$ cat config.mk
export PLATFORM = sky130hd
export DESIGN_NAME = lcg_multi
export DESIGN_NICKNAME = d
export VERILOG_FILES = /design/src/rtl/lcg_pkg.sv /design/src/rtl/lcg_channel.sv /design/src/rtl/lcg_multi.sv
export SDC_FILE = /design/constraint.sdc
export NUM_CORES = 2
export LEC_CHECK = 0
export ABC_AREA = 1
export CORE_ASPECT_RATIO = 0.6
export CORE_UTILIZATION = 42
export DETAILED_ROUTE_END_ITERATION = 7
export MAX_ROUTING_LAYER = met4
export PLACE_DENSITY = 0.67
export SLEW_MARGIN = 20
export SYNTH_ARGS = -nofsm -noshare
export SYNTH_HDL_FRONTEND = slang
export SYNTH_SLANG_ARGS = --single-unit
$ cat constraint.sdc
create_clock -name clk -period 5.9 [get_ports clk]
set_clock_uncertainty 0.1 [all_clocks]
set_input_delay 1.475 -clock clk [delete_from_list [all_inputs] [get_ports clk]]
set_output_delay 1.475 -clock clk [all_outputs]
set_load 0.005 [all_outputs]
$ cat src/rtl/lcg_pkg.sv
// lcg_pkg: shared constants and step/temper helpers for the lcg_multi PRNG.
// Helpers work on a 64-bit container; callers keep the low WIDTH bits, which
// equal the result modulo 2^WIDTH for any WIDTH <= 64.
// Optional output tempering is selected by the LCG_TEMPER_EN macro (see lcg_channel).
package lcg_pkg;

  localparam int unsigned LCG_MAX_W         = 64;
  localparam logic [63:0] LCG_MULT_DEF      = 64'h0000_0000_3E8A_91CD;
  localparam logic [63:0] LCG_INC_BASE_DEF  = 64'h0000_0000_D472_1B61;
  localparam logic [63:0] LCG_RESET_SEED_DEF = 64'h0000_0000_0000_0001;

  // One LCG step; only the low bits of the product/sum are meaningful.
  function automatic logic [63:0] lcg_next(input logic [63:0] state,
                                           input logic [63:0] mult,
                                           input logic [63:0] inc);
    return (state * mult) + inc;
  endfunction

  // Output tempering: fold the upper half of the state into the lower half.
  function automatic logic [63:0] lcg_temper(input logic [63:0] state,
                                             input int unsigned width);
    return state ^ (state >> (width / 32'd2));
  endfunction

endpackage

$ cat src/rtl/lcg_channel.sv
// lcg_channel: one WIDTH-bit LCG lane (state register, step, reseed).
// Ports:
//   clk     in   clock
//   rst     in   async active-low reset, state returns to RESET_VAL+IDX
//   load_i  in   reseed: state <= seed_i + IDX (has priority over step_i)
//   seed_i  in   reseed value
//   step_i  in   advance state by one LCG step
//   out_o   out  f(state): raw state, or tempered when LCG_TEMPER_EN is defined
module lcg_channel
  import lcg_pkg::*;
#(
  parameter int unsigned WIDTH     = 32,
  parameter int unsigned IDX       = 0,
  parameter logic [63:0] MULT      = LCG_MULT_DEF,
  parameter logic [63:0] INC       = LCG_INC_BASE_DEF,
  parameter logic [63:0] RESET_VAL = LCG_RESET_SEED_DEF
) (
  input  logic             clk,
  input  logic             rst,
  input  logic             load_i,
  input  logic [WIDTH-1:0] seed_i,
  input  logic             step_i,
  output logic [WIDTH-1:0] out_o
);

  localparam logic [63:0]      RST_FULL = RESET_VAL + 64'(IDX);
  localparam logic [WIDTH-1:0] RST_W    = RST_FULL[WIDTH-1:0];

  logic [WIDTH-1:0] state_q, state_d;
  logic [63:0]      next_full_s, seed_full_s, out_full_s;
  logic             unused_s;

  // Wide intermediates: only the low WIDTH bits are kept (mod 2^WIDTH).
  always_comb begin
    next_full_s = lcg_next(64'(state_q), MULT, INC);
    seed_full_s = 64'(seed_i) + 64'(IDX);
`ifdef LCG_TEMPER_EN
    out_full_s  = lcg_temper(64'(state_q), WIDTH);
`else
    out_full_s  = 64'(state_q);
`endif
  end

  assign unused_s = ^{next_full_s, seed_full_s, out_full_s};
  assign out_o    = out_full_s[WIDTH-1:0];

  // Next state: reseed beats step.
  always_comb begin
    state_d = state_q;
    if (load_i) begin
      state_d = seed_full_s[WIDTH-1:0];
    end else if (step_i) begin
      state_d = next_full_s[WIDTH-1:0];
    end else begin
      state_d = state_q;
    end
  end

  // State register.
  always_ff @(posedge clk or negedge rst) begin
    if (!rst) begin
      state_q <= RST_W;
    end else begin
      state_q <= state_d;
    end
  end

endmodule

$ cat src/rtl/lcg_multi.sv
// lcg_multi: CHANNELS parallel LCG lanes stepping together, with reseed,
// valid/ready output handshake and a 32-bit accepted-word counter.
// Optional feature: define LCG_TEMPER_EN to emit s ^ (s >> WIDTH/2) per lane
// instead of the raw state (the state sequence itself is unchanged).
// Ports:
//   clk        in   clock (rising edge)
//   rst        in   async active-low reset
//   en         in   generation enable
//   seed_load  in   reseed pulse, highest priority; flushes any pending word
//   seed       in   reseed value, lane i gets seed+i
//   out_valid  out  out_data holds an unconsumed word
//   out_ready  in   consumer accepts when out_valid=1
//   out_data   out  lane i at [i*WIDTH +: WIDTH]
//   word_cnt   out  number of accepted words (wraps)
module lcg_multi
  import lcg_pkg::*;
#(
  parameter int unsigned WIDTH      = 32,
  parameter int unsigned CHANNELS   = 4,
  parameter logic [63:0] MULT       = LCG_MULT_DEF,
  parameter logic [63:0] INC_BASE   = LCG_INC_BASE_DEF,
  parameter logic [63:0] RESET_SEED = LCG_RESET_SEED_DEF
) (
  input  logic                      clk,
  input  logic                      rst,
  input  logic                      en,
  input  logic                      seed_load,
  input  logic [WIDTH-1:0]          seed,
  output logic                      out_valid,
  input  logic                      out_ready,
  output logic [CHANNELS*WIDTH-1:0] out_data,
  output logic [31:0]               word_cnt
);

  logic                      fire_s, accept_s;
  logic [CHANNELS*WIDTH-1:0] lane_out_s;
  logic                      out_valid_q, out_valid_d;
  logic [CHANNELS*WIDTH-1:0] out_data_q, out_data_d;
  logic [31:0]               word_cnt_q, word_cnt_d;

  // A new word is produced only when the output slot is free or being freed.
  assign fire_s   = en && !seed_load && (!out_valid_q || out_ready);
  // A word flushed by reseed is not counted even if ready was high.
  assign accept_s = out_valid_q && out_ready && !seed_load;

  for (genvar i = 0; i < CHANNELS; i++) begin : g_lane
    localparam logic [63:0] INC_I = (INC_BASE + 64'(2 * i)) | 64'd1;
    lcg_channel #(
      .WIDTH    (WIDTH),
      .IDX      (i),
      .MULT     (MULT),
      .INC      (INC_I),
      .RESET_VAL(RESET_SEED)
    ) u_lane (
      .clk   (clk),
      .rst   (rst),
      .load_i(seed_load),
      .seed_i(seed),
      .step_i(fire_s),
      .out_o (lane_out_s[i*WIDTH +: WIDTH])
    );
  end

  // Output slot and counter next-state.
  always_comb begin
    out_valid_d = out_valid_q;
    out_data_d  = out_data_q;
    word_cnt_d  = word_cnt_q;
    if (seed_load) begin
      out_valid_d = 1'b0;
    end else if (fire_s) begin
      out_valid_d = 1'b1;
      out_data_d  = lane_out_s;
    end else if (out_ready) begin
      out_valid_d = 1'b0;
    end else begin
      out_valid_d = out_valid_q;
    end
    if (accept_s) begin
      word_cnt_d = word_cnt_q + 32'd1;
    end else begin
      word_cnt_d = word_cnt_q;
    end
  end

  // Output and counter registers.
  always_ff @(posedge clk or negedge rst) begin
    if (!rst) begin
      out_valid_q <= 1'b0;
      out_data_q  <= '0;
      word_cnt_q  <= 32'd0;
    end else begin
      out_valid_q <= out_valid_d;
      out_data_q  <= out_data_d;
      word_cnt_q  <= word_cnt_d;
    end
  end

  assign out_valid = out_valid_q;
  assign out_data  = out_data_q;
  assign word_cnt  = word_cnt_q;

endmodule
* Word level (Yosys, flattened, before mapping)
Cells that the tools add are included.
W data, S select, Z words.
** Storage, ports and cells
- Bits of input ports :: 37
- Flip-flop bits (word level) :: 289
** Operators by class
- Bitwise logic cells :: 1
- Add/subtract/negate cells :: 8
- Muxes and demuxes :: 11
- Multipliers :: 4
- Reduce and logical (&&, ||, !) cells :: 10
** Operators by type and width (number)
- $mux W32 :: 8
- $add A32 B32 Y32 const B :: 4
- $mul A32 B30 Y32 const B :: 4
- $add A32 B1 Y32 const B :: 2
- $add A32 B2 Y32 const B :: 2
- $logic_and A1 B1 Y1 :: 4
- $mux W1 :: 3
- $reduce_bool A3 Y1 :: 1
- $logic_not A1 Y1 :: 2
- $reduce_and A2 Y1 :: 1
- $reduce_bool A2 Y1 :: 1
- $logic_or A1 B1 Y1 :: 1
- $not A1 Y1 :: 1

* Logic depth before layout (Yosys ltp)
- Depth after elaboration :: 5
- Depth in mapped cells :: 28
- Depth with buffers taken out :: 28

* Cells and area by module
Synthesis repeated with hierarchy kept, for this count alone.
** Second synthesis, totals
- Cell total of the unflattened synthesis :: 6283
- Area, all modules :: 52250.1 um2
** Modules (own cells, without submodules)
- lcg_channel (g_lane[1].u_lane) :: sequential area each 802.0 um2, area each 11652.4 um2, cells each 1418, times used 1
- lcg_channel (g_lane[3].u_lane) :: sequential area each 802.0 um2, area each 11594.9 um2, cells each 1406, times used 1
- lcg_channel (g_lane[2].u_lane) :: sequential area each 803.3 um2, area each 11563.6 um2, cells each 1403, times used 1
- lcg_channel (g_lane[0].u_lane) :: sequential area each 802.0 um2, area each 10787.8 um2, cells each 1284, times used 1
- lcg_multi :: sequential area each 4028.9 um2, area each 6651.4 um2, cells each 772, times used 1

* Worst setup path after synthesis
No wires, ideal clock.
- Path kind :: flip-flop to flip-flop
- Start :: register g_lane[3].u_lane.state_q[0]
- End :: register g_lane[3].u_lane.state_q[31]
- Path buffers :: 0
- Period minus slack after synthesis :: 6.133 ns
- Library setup time :: 0.077 ns
- Slack :: -0.233 ns
- Stages on the path, launching flop included :: 24
- Arrival time :: 5.956 ns
- Cells stage by stage :: dfrtp_1 > inv_1 > fa_1 > inv_1 > fa_1 > fa_1 > inv_1 > fa_1 > fa_1 > inv_1 > fa_1 > fa_1 > fa_1 > ha_1 > inv_1 > nor3_1 > o21ai_0 > o311ai_0 > nor2_1 > nand2_1 > inv_1 > nand2_1 > nand3_1 > a21oi_1
** On the way
- Longest elaborated chain between the ends :: 4
** RTL lines
- start, declared :: line lcg_channel.sv:29 : logic [WIDTH-1:0] state_q, state_d;
- start signal, assigned :: line lcg_channel.sv:64 : state_q <= state_d;
- $mul A32 B30 Y32 :: line lcg_pkg.sv:16 : return (state * mult) + inc;
- $add A32 B32 Y32 :: line lcg_pkg.sv:16
- $mux W32 :: line lcg_channel.sv:52 : end else if (step_i) begin
- $mux W32 :: line lcg_channel.sv:50 : if (load_i) begin
No other way between the ends. The select of a mux whose other input is x is not followed.
A chain may end at the register's enable or synchronous reset.

* Worst setup path after layout
- Start :: register g_lane[2].u_lane.state_q[8]
- End :: register g_lane[2].u_lane.state_q[24]
** On the way
- Longest elaborated chain between the ends :: 4
** RTL lines (line)
- start, declared :: lcg_channel.sv:29
- start signal, assigned :: lcg_channel.sv:64
- $mul A32 B30 Y32 :: lcg_pkg.sv:16
- $add A32 B32 Y32 :: lcg_pkg.sv:16
- $mux W32 :: lcg_channel.sv:52
- $mux W32 :: lcg_channel.sv:50
No other way between the ends. The select of a mux whose other input is x is not followed.

==> impl_metrics.ini <==
[setup_path]
crit_family = adder cells
path_common_cell = inv_2
arrival_ns = 6.66
crit_path_max_fanout = 4
reg2regPathDepth = 29
cp_num_buf_inv = 11
critical_path_class = register to register
endpoint_kind = register
cp.required_ns = 6.33
r2r_setup_slack_ns = -0.33
max_stage_delay_ns = 0.55
worst_r2r_startpoint = g_lane[2].u_lane.out_o[8]
crit_path_start_kind = register
r2r-end = g_lane[2].u_lane.out_o[24]
cpMaxStageDelayCell = fa_1

[floorplanning]
die_x_um = 446.3
core_um2 = 117100
rows = 97
start_util_pct = 42.48
dieArea_um2 = 119900
die_h_um = 268.6
num_io_pins = 198

[run_status]
violations = setup timing
outcome = finished, violations left

[routing]
via_per_inst = 5.282
ant_nets = 0
wire_per_inst_um = 23.13
drc = 0
drt_iter0_markers = 4116
wl_um = 192000
firstDrtPassIters = 6
via_count = 43850

[cts]
clk_pin_slew_ns = 0.07
ctsHoldBuffers = 0
clk_latency_ns = 0.61
h-tree-depth = 2
clock-root-buffer = clkbuf_16
cts.sink_count = 289
cts_inserted_buffers = 37
cts.path.max_buffers = 3
cts_tree = yes

[final_layout]
layout-drive-gt1-share_pct = 25.50
final_cell_mix = inv_1, nand2_1, ha_1, buf_4, fa_1
fin_area_um2 = 65320
final_common_cell = inv_1
syn_to_final_growth_pct = 31.29
layout.nets = 8300

[global_route]
grt_use_met3_pct = 9.934
grt_use_met1_pct = 49.11
overflow = 0
top_usage_layer = met1
use_met2_pct = 42.53
track_usage_pct = 32.82
grt_max_degree = 147
grt_pass1_wl_um = 282400
antenna_found_initial = 16
grt_pass1_vias = 44240

[synth]
synthTopCellsByArea = fa_1, ha_1, dfrtp_1
synth_warnings = 0
synth_area_um2 = 49750
synth_async_sr_flop_share_pct = 100.0
ys_types = 56
yosys.area.top_type = fa_1
synth_seq_cells = 289
synth_top_flop_cell = dfrtp_1
syn_nets = 7361
syn-instance-count = 5741
synth-edff-count = 0
yosysTopAreaCellShare_pct = 29.22
syn-mean-instance-area_um2 = 8.665
yosysSeqAreaShare_pct = 14.55

[timing]
setup_viol = 45
drv_slew = 0
rsz0062_at_grt = true
layout_min_cycle_time_ns = 6.231
relSlewSlack_pct = 25.97
timing.final.crit_share_pct = 105.6
tightest_slew_ns = 1.099
max_freq_ghz = 0.1605
finalHoldViolCount = 0
setup_ws_ns = -0.3306

[place]
placement.cell_area_um2 = 58530
port_buffers = 197
place.gp.congestion = 1.043
dp_hpwl_um = 159900

[job]
max_cap_violations = 0

[hold_path]
worstHoldPathType = register to register
hold_path_end = word_cnt[31]
min_delay_path_depth = 1
min_from = word_cnt[31]
[registers in the layout, indices dropped and copies added, names as in the netlist]
register and flops:
word_cnt 32, out_data 128, out_valid 1, g_lane.u_lane.out_o 128
[logic make-up after synthesis]
group / after synthesis / synth area share [%]
fa+ha+maj: 1583 / 50.77
compound gates: 699 / 7.850
simple gates: 1461 / 12.41
flops: 289 / 14.55
xor+xnor: 135 / 2.404
mux: 7 / 0.1434
buf+inv: 1567 / 11.87
[layout make-up]
type | count | area, um^2
fillers | 10440 | 51800
clock buffers | 46 | 1052
diodes | 12 | 30.03
flip-flops and latches | 289 | 7308
well taps | 1584 | 1982
inverters | 1481 | 5593
clock inverters | 19 | 266.5
multi-input cells | 3885 | 40730
repair buffers | 986 | 8349
[stage by stage]
stage	setup TNS [ns]	cells	hold WS, ns	setup WS (ns)	util [%]
2_1_floorplan	-0.001425	5741	0.3488	-0.001425	-
3_3_place_gp	-14.94	8102	0.3556	-0.5648	49.97
3_5_place_dp	-16.70	8102	0.3601	-0.6168	49.97
4_1_cts	-3.356	8226	0.3752	-0.2851	53.34
5_1_grt	-13.79	8301	0.3885	-0.5122	55.77
6_report	-5.303	8302	0.3699	-0.3306	55.77
[synthesized netlist by cell type, types with 3 or more instances]
| cell type | instances |
|---|---|
| buf_2 | 12 |
| or2_2 | 30 |
| xor2_1 | 76 |
| mux2i_1 | 6 |
| nor2_1 | 199 |
| dfstp_2 | 5 |
| fa_1 | 726 |
| nand2_2 | 7 |
| nor2_2 | 4 |
| o21ai_1 | 15 |
| o21bai_1 | 20 |
| nor4_1 | 11 |
| a21oi_1 | 237 |
| nand3_1 | 182 |
| xnor2_1 | 58 |
| clkbuf_1 | 64 |
| nand2_1 | 924 |
| nand3b_1 | 15 |
| a32oi_1 | 5 |
| inv_2 | 7 |
| dfrtp_1 | 284 |
| a21o_1 | 16 |
| a31oi_1 | 44 |
| o211ai_1 | 17 |
| o221ai_1 | 16 |
| ha_1 | 857 |
| a22oi_1 | 21 |
| nand4_1 | 41 |
| o22ai_1 | 7 |
| nor3_1 | 30 |
| inv_1 | 1473 |
| o21a_1 | 3 |
| nor2_4 | 8 |
| buf_1 | 9 |
| a21boi_0 | 6 |
| o21ai_0 | 274 |
| a211oi_1 | 6 |
[worst max path at each step]
stage                                    startpoint                         end  cells after the start  slack (ns)
after CTS                 g_lane[3].u_lane.out_o[2]  g_lane[3].u_lane.out_o[30]                     22       -0.29
after detailed placement  g_lane[2].u_lane.out_o[8]  g_lane[2].u_lane.out_o[25]                     23       -0.62
final                     g_lane[2].u_lane.out_o[8]  g_lane[2].u_lane.out_o[24]                     29       -0.33
after global placement    g_lane[2].u_lane.out_o[8]  g_lane[2].u_lane.out_o[25]                     23       -0.56
after floorplan           g_lane[3].u_lane.out_o[2]  g_lane[3].u_lane.out_o[31]                     23      -0.001
after global routing      g_lane[3].u_lane.out_o[2]  g_lane[3].u_lane.out_o[31]                     23       -0.51
[routing by layer]
layer	wire length (um)	up-vias
met2	74850	1919
met3	22670	248
met4	4930	0
met1	89540	21900
li1	-	19790
met5	0	-
[what timing repair did]
action                                 CTS  global route
setup buffers                           63            76
pin swaps                              206           322
gates cloned                             0             0
gates resized for setup                549           576
setup endpoints to repair               70            77
endpoints found under the hold margin    0             0
Power is left out: the tool's default activity adds up to more than one toggle a clock period on the data nets, which glitch-free logic cannot reach.
